--- src/rtl/id_stream_pkg.sv ---
// Shared definitions for the Y86 streaming fetch/decode front end:
// icode constants, the "no register" nibble, the FSM state encoding and
// the instruction-length helpers.
package id_stream_pkg;

    localparam logic [3:0] I_HALT   = 4'h0;
    localparam logic [3:0] I_NOP    = 4'h1;
    localparam logic [3:0] I_RRMOVL = 4'h2;
    localparam logic [3:0] I_IRMOVL = 4'h3;
    localparam logic [3:0] I_RMMOVL = 4'h4;
    localparam logic [3:0] I_MRMOVL = 4'h5;
    localparam logic [3:0] I_OPL    = 4'h6;
    localparam logic [3:0] I_JXX    = 4'h7;
    localparam logic [3:0] I_CALL   = 4'h8;
    localparam logic [3:0] I_RET    = 4'h9;
    localparam logic [3:0] I_PUSHL  = 4'hA;
    localparam logic [3:0] I_POPL   = 4'hB;

    // Register nibble used when an instruction has no register byte.
    localparam logic [3:0] RNONE = 4'hF;

    // Longest Y86 instruction in bytes; the decode window is this wide.
    localparam int MAX_LEN = 6;

    typedef enum logic [1:0] {
        ST_RUN  = 2'd0,
        ST_HALT = 2'd1,
        ST_ERR  = 2'd2
    } state_e;

    // Byte length of an instruction from its icode. Invalid icodes are
    // consumed as a single byte so the error record can still be popped.
    function automatic logic [2:0] inst_len(input logic [3:0] icode);
        case (icode)
            I_HALT, I_NOP, I_RET:               inst_len = 3'd1;
            I_RRMOVL, I_OPL, I_PUSHL, I_POPL:   inst_len = 3'd2;
            I_IRMOVL, I_RMMOVL, I_MRMOVL:       inst_len = 3'd6;
            I_JXX, I_CALL:                      inst_len = 3'd5;
            default:                            inst_len = 3'd1;
        endcase
    endfunction

    // icodes C..F are not part of the instruction set.
    function automatic logic inst_invalid(input logic [3:0] icode);
        inst_invalid = (icode >= 4'hC);
    endfunction

endpackage

--- src/rtl/id_stream_len_dec.sv ---
// Combinational icode classifier: length, which optional fields exist,
// where the constant starts and whether the icode is invalid.
module inst_len_dec
    import id_stream_pkg::*;
(
    input  logic [3:0] icode_i,
    output logic [2:0] len_o,
    output logic       has_regs_o,
    output logic       has_valc_o,
    output logic [2:0] valc_off_o,
    output logic       invalid_o
);

    // Classify the icode into its field layout.
    always_comb begin
        len_o      = inst_len(icode_i);
        invalid_o  = inst_invalid(icode_i);
        has_regs_o = 1'b0;
        has_valc_o = 1'b0;
        valc_off_o = 3'd2;
        case (icode_i)
            I_RRMOVL, I_OPL, I_PUSHL, I_POPL: begin
                has_regs_o = 1'b1;
            end
            I_IRMOVL, I_RMMOVL, I_MRMOVL: begin
                has_regs_o = 1'b1;
                has_valc_o = 1'b1;
                valc_off_o = 3'd2;
            end
            I_JXX, I_CALL: begin
                has_valc_o = 1'b1;
                valc_off_o = 3'd1;
            end
            default: begin
                has_regs_o = 1'b0;
            end
        endcase
    end

endmodule

--- src/rtl/id_stream.sv ---
// Streaming Y86 fetch/decode front end. Fetch beats land in a circular
// byte buffer; the head of the buffer is decoded combinationally and
// offered as one instruction record per cycle on a valid/ready port.
//
// Handshakes: a transfer happens on a rising clock edge where both valid
// and ready are high. fetch_ready and dec_valid are functions of registered
// state plus redirect only; neither depends on its partner's valid/ready.
module id_stream
    import id_stream_pkg::*;
#(
    parameter int FETCH_BYTES = 4,
    parameter int BUF_BYTES   = 16,
    parameter int PC_W        = 16,
    parameter int WORD_W      = 32,
    parameter int RESET_PC    = 0
) (
    input  logic                     clk,
    input  logic                     rst,
    output logic [PC_W-1:0]          fetch_addr,
    input  logic                     fetch_valid,
    output logic                     fetch_ready,
    input  logic [FETCH_BYTES*8-1:0] fetch_data,
    input  logic                     redirect,
    input  logic [PC_W-1:0]          redirect_pc,
    output logic                     dec_valid,
    input  logic                     dec_ready,
    output logic [3:0]               icode,
    output logic [3:0]               ifun,
    output logic [3:0]               rA,
    output logic [3:0]               rB,
    output logic [WORD_W-1:0]        valC,
    output logic [PC_W-1:0]          valP,
    output logic [PC_W-1:0]          pc_o,
    output logic                     instr_err,
    output logic                     halted,
    output logic [1:0]               dbg_state_o
);

    localparam int PTR_W = $clog2(BUF_BYTES);
    localparam int CNT_W = $clog2(BUF_BYTES) + 1;

    logic [7:0]       mem_q [BUF_BYTES];
    logic [PTR_W-1:0] head_q, head_d;
    logic [PTR_W-1:0] tail_q, tail_d;
    logic [CNT_W-1:0] count_q, count_d;
    logic [PC_W-1:0]  pc_q, pc_d;
    logic [PC_W-1:0]  faddr_q, faddr_d;
    state_e           state_q, state_d;

    logic [7:0]       win [MAX_LEN];
    logic [2:0]       len;
    logic             has_regs, has_valc, invalid;
    logic [2:0]       valc_off;
    logic [31:0]      valc32;
    logic             push, pop, run;
    logic [CNT_W-1:0] push_amt, pop_amt;

    // Bytes at the head of the buffer, in address order.
    always_comb begin
        for (int k = 0; k < MAX_LEN; k++) begin
            win[k] = mem_q[head_q + PTR_W'(k)];
        end
    end

    inst_len_dec u_len_dec (
        .icode_i    (win[0][7:4]),
        .len_o      (len),
        .has_regs_o (has_regs),
        .has_valc_o (has_valc),
        .valc_off_o (valc_off),
        .invalid_o  (invalid)
    );

    assign run         = (state_q == ST_RUN);
    assign fetch_ready = run && !redirect
                         && (count_q <= CNT_W'(BUF_BYTES - FETCH_BYTES));
    assign dec_valid   = run && !redirect && (count_q != '0)
                         && (count_q >= CNT_W'(len));
    assign push        = fetch_valid && fetch_ready;
    assign pop         = dec_valid && dec_ready;
    assign push_amt    = push ? CNT_W'(FETCH_BYTES) : '0;
    assign pop_amt     = pop ? CNT_W'(len) : '0;

    assign fetch_addr  = faddr_q;
    assign halted      = !run;
    assign dbg_state_o = state_q;

    // Little-endian constant picked from the decode window.
    always_comb begin
        valc32 = '0;
        if (has_valc) begin
            if (valc_off == 3'd1) valc32 = {win[4], win[3], win[2], win[1]};
            else                  valc32 = {win[5], win[4], win[3], win[2]};
        end
    end

    // Record outputs, forced to zero whenever no record is offered.
    always_comb begin
        icode     = '0;
        ifun      = '0;
        rA        = '0;
        rB        = '0;
        valC      = '0;
        valP      = '0;
        pc_o      = '0;
        instr_err = 1'b0;
        if (dec_valid) begin
            icode     = win[0][7:4];
            ifun      = win[0][3:0];
            rA        = has_regs ? win[1][7:4] : RNONE;
            rB        = has_regs ? win[1][3:0] : RNONE;
            valC      = WORD_W'(valc32);
            valP      = pc_q + PC_W'(len);
            pc_o      = pc_q;
            instr_err = invalid;
        end
    end

    // Next-state for pointers, PC and FSM; redirect overrides push and pop.
    always_comb begin
        head_d  = head_q;
        tail_d  = tail_q;
        count_d = count_q;
        pc_d    = pc_q;
        faddr_d = faddr_q;
        state_d = state_q;
        if (redirect) begin
            head_d  = tail_q;
            count_d = '0;
            pc_d    = redirect_pc;
            faddr_d = redirect_pc;
            state_d = ST_RUN;
        end else begin
            if (push) begin
                tail_d  = tail_q + PTR_W'(FETCH_BYTES);
                faddr_d = faddr_q + PC_W'(FETCH_BYTES);
            end
            if (pop) begin
                head_d = head_q + PTR_W'(len);
                pc_d   = pc_q + PC_W'(len);
                if (invalid)                    state_d = ST_ERR;
                else if (win[0][7:4] == I_HALT) state_d = ST_HALT;
            end
            count_d = count_q + push_amt - pop_amt;
        end
    end

    // Control registers and FSM state.
    always_ff @(posedge clk) begin
        if (rst) begin
            head_q  <= '0;
            tail_q  <= '0;
            count_q <= '0;
            pc_q    <= PC_W'(RESET_PC);
            faddr_q <= PC_W'(RESET_PC);
            state_q <= ST_RUN;
        end else begin
            head_q  <= head_d;
            tail_q  <= tail_d;
            count_q <= count_d;
            pc_q    <= pc_d;
            faddr_q <= faddr_d;
            state_q <= state_d;
        end
    end

    // Byte storage; contents only matter where count says they are live.
    always_ff @(posedge clk) begin
        if (push && !rst) begin
            for (int i = 0; i < FETCH_BYTES; i++) begin
                mem_q[tail_q + PTR_W'(i)] <= fetch_data[8*i +: 8];
            end
        end
    end

endmodule

--- config.mk ---
export PLATFORM = sky130hd
export DESIGN_NAME = id_stream
export DESIGN_NICKNAME = d
export VERILOG_FILES = /design/src/rtl/id_stream_pkg.sv /design/src/rtl/id_stream_len_dec.sv /design/src/rtl/id_stream.sv
export SDC_FILE = /design/constraint.sdc
export NUM_CORES = 1
export LEC_CHECK = 0
export CORE_ASPECT_RATIO = 2
export CORE_MARGIN = 4
export CORE_UTILIZATION = 45
export DETAILED_ROUTE_END_ITERATION = 8
export GPL_TIMING_DRIVEN = 0
export PLACE_DENSITY_LB_ADDON = 0.1
export SETUP_SLACK_MARGIN = 0.05
export SYNTH_ARGS = -nofsm -noshare
export SYNTH_HDL_FRONTEND = slang
export SYNTH_SLANG_ARGS = --single-unit
export TNS_END_PERCENT = 50
--- constraint.sdc ---
create_clock -name clk -period 12.3 [get_ports clk]
set_clock_uncertainty 0.2 [all_clocks]
set_input_delay 2.46 -clock clk [delete_from_list [all_inputs] [get_ports clk]]
set_output_delay 2.46 -clock clk [all_outputs]
set_load 0.02 [all_outputs]
==> flow_summary.toml <==
[critical_path]
r2r_end = "count_q[4]"
required_ns = 9.64
ff2ff_setup_slack_ns = 4.73
ff2ff_path_depth = 23
crit_type = "reg2out"
crit_fanout = 10
crit_path_end_kind = "primary output"
critPathArrivalTime_ns = 7.73
cp-start-kind = "register"

[grt]
grt_pass1_wl_microns = 70700
overflow = 0
globalRouteMet2Util_pct = 55.5
met3_usage_pct = 7.20
grt_max_degree = 30
track_usage_pct = 31.2
use_met1_pct = 31.0
grt_pass1_vias = 11000
busiest_layer = "met2"
antenna_found_initial = 0

[detailed_routing]
drt_pass1_iterations = 5
post-route-drc-count = 0
drt_wl_total_microns = 48300
vias_per_cell = 6.96
routedWlPerCell_microns = 32.1
drt_iter0_markers = 1017
route.antenna.remaining_nets = 0
num_vias = 10500

[cts]
hold_buffers = 0
cts_resized = 0
clkTransAtPathRegs_ns = 0.07
cts_buffers = 17
clk_latency_ns = 0.46
cts_root_buf = "clkbuf_16"
cts_tree = "yes"
post_cts_buffers = 0
cts_sinks = 177
htreeDepth = 4
cts_buffer_depth = 2

[power]
ir_worst_vdd_uv = 97.7
power.density_mw_per_mm2 = 123
total_power_mw = 1.92
leakage_nw = 4.94

[die]
start_util_pct = 45.5
die-area_sq_mm = 0.0314
die_w_microns = 127
ios = 155
core_sq_mm = 0.0282
die_y_microns = 247
rows = 87

[synthesis]
synth-edff-count = 128
avgSynthCellArea_sq_um = 13.4
syn_inst = 957
ys.flop_type = "edfxtp_1"
synth.distinct_cells = 70
syn_nets = 1040
synth-seq-cells = 177
seq_area_frac_synth_pct = 37.6
ys_async_sr_fraction_pct = 0
yosysWarnings = 0
syn_area_sq_mm = 0.0128

[timing]
period_share_pct = 84.5
fmax_mhz = 96.3
slew_viol_final = 9
period_needed_ns = 10.39
setup_violations = 0
fin_setup_tns_ns = 0
grt_setup_unrepaired = "no"
finalHoldViolations = 0
finalWorstSetupSlack_ns = 1.91
maxSlewHeadroom_pct = -13.0
worst-slew-pin-transition_ns = 1.68

[placement]
gp_congestion = 0.978
pre_cts_slack_ns = 2.50
portBuffers = 152
place_hpwl_microns = 35800

[run_status]
violations = "capacitance limit, slew limit"
outcome = "finished, violations left"

[min_path]
hold_path_depth = 2
worstHoldStart = "fetch_addr[1]"
min_path_type = "reg2reg"
hold_end = "fetch_addr[1]"

[cells_and_area]
nNetsFinal = 1217
regArea_sq_mm = 0.00482
final_common_cell = "mux4_2"
num-fill-cells = 2370
drive_above_1_share_pct = 24.3
antennaDiodeCount = 0
areaGrowthSynthToFinish_pct = 21.3
multi_input_area_sq_mm = 0.00760
final_cell_mix = "199 x mux4_2, 152 x clkdlybuf4s50_1, 128 x edfxtp_1"

[job]
maxCapViolations = 1
==> cell type report <==
class	instances	share of cell area (%)
Tap cell	356	2.86
Clock buffer	17	2.73
Clock inverter	15	1.25
Timing Repair Buffer	158	10.5
Multi-Input combinational cell	676	48.8
Sequential cell	177	31.0
Buffer	76	2.18
Inverter	28	0.675
==> cell families (layout without fill, tap and decap cells) <==
kind of cell / Yosys count / count (layout) / synth area share (%)
and+or+nand+nor: 253 / 253 / 9.27
buffers and inverters: 104 / 294 / 3.46
DFF: 177 / 177 / 37.6
adders and majority gates: 30 / 30 / 3.16
AOI/OAI and AO/OA: 150 / 150 / 8.34
xor gates and xnor gates: 30 / 30 / 2.05
muxes: 213 / 213 / 36.1
==> state kept, by name (all words and copies together), names as in the netlist, named ones only <==
signal,flops
count_q,5
dbg_state_o,2
fetch_addr,16
head_q,4
mem_q,128
pc_q,16
tail_q,2
==> metal layers <==
metal / up-vias / wire (microns)
met5: - / 0
met4: 0 / 4060
met3: 233 / 4470
met2: 834 / 25400
met1: 5163 / 14400
li1: 4236 / -
==> synth_stat cells (all sizes together) (9+ instances only) <==
cell type | count | share of area [%]
a21oi | 48 | 1.9
nand3 | 9 | 0.35
ha | 26 | 2.5
inv | 24 | 0.70
mux2i | 11 | 0.92
o21a | 18 | 1.1
edfxtp | 128 | 30
and2 | 16 | 0.78
clkbuf | 45 | 1.3
mux4 | 199 | 35
nand2 | 86 | 2.5
xnor2 | 23 | 1.6
nor2 | 84 | 2.5
and3 | 17 | 0.83
dfxtp | 49 | 7.6
o21ai | 17 | 0.66
buf | 31 | 1.3
==> stage by stage <==
step	hold slack (ns)	utilization (%)	cells	cell area [sq um]
CTS	0.304	55.2	1503	15600
global route	0.338	55.2	1503	15600
floorplan	0.281	-	957	12800
detailed placement	0.286	53.0	1471	14900
finish	0.301	55.2	1503	15600
global placement	0.278	52.5	1465	14800
==> where the power goes <==
part / leakage (nW) / internal [mW] / switching [mW]
logic: 3.08 / 0.271 / 0.364
clock network: 0.300 / 0.327 / 0.260
registers: 1.56 / 0.666 / 0.0317
==> worst max-delay path, cell delays in order, from the launching register on <==
cell and delay [ns]:
dfxtp_1 0.38, clkbuf_1 0.23, buf_1 0.62, clkbuf_1 0.72, clkbuf_1 0.81, inv_1 0.11, ha_1 0.31, clkbuf_1 0.76
clkbuf_1 0.71, clkbuf_1 0.85, mux4_2 0.43, mux4_2 0.53, a21oi_1 0.17, nor2_1 0.09, clkdlybuf4s50_1 0.56
==> worst max path at each step <==
stage | slack (ns) | startpoint | to | depth (start not counted)
floorplan | 4.92 | register | valP[14] | 20
global placement | 2.52 | head_q[0] | valC[21] | 14
detailed placement | 2.50 | head_q[0] | valC[21] | 14
CTS | 1.97 | head_q[0] | valC[22] | 14
global route | 1.65 | head_q[0] | valC[22] | 14
finish | 1.91 | head_q[0] | valC[22] | 14
Note: power is estimated with default switching activity, not from simulation.
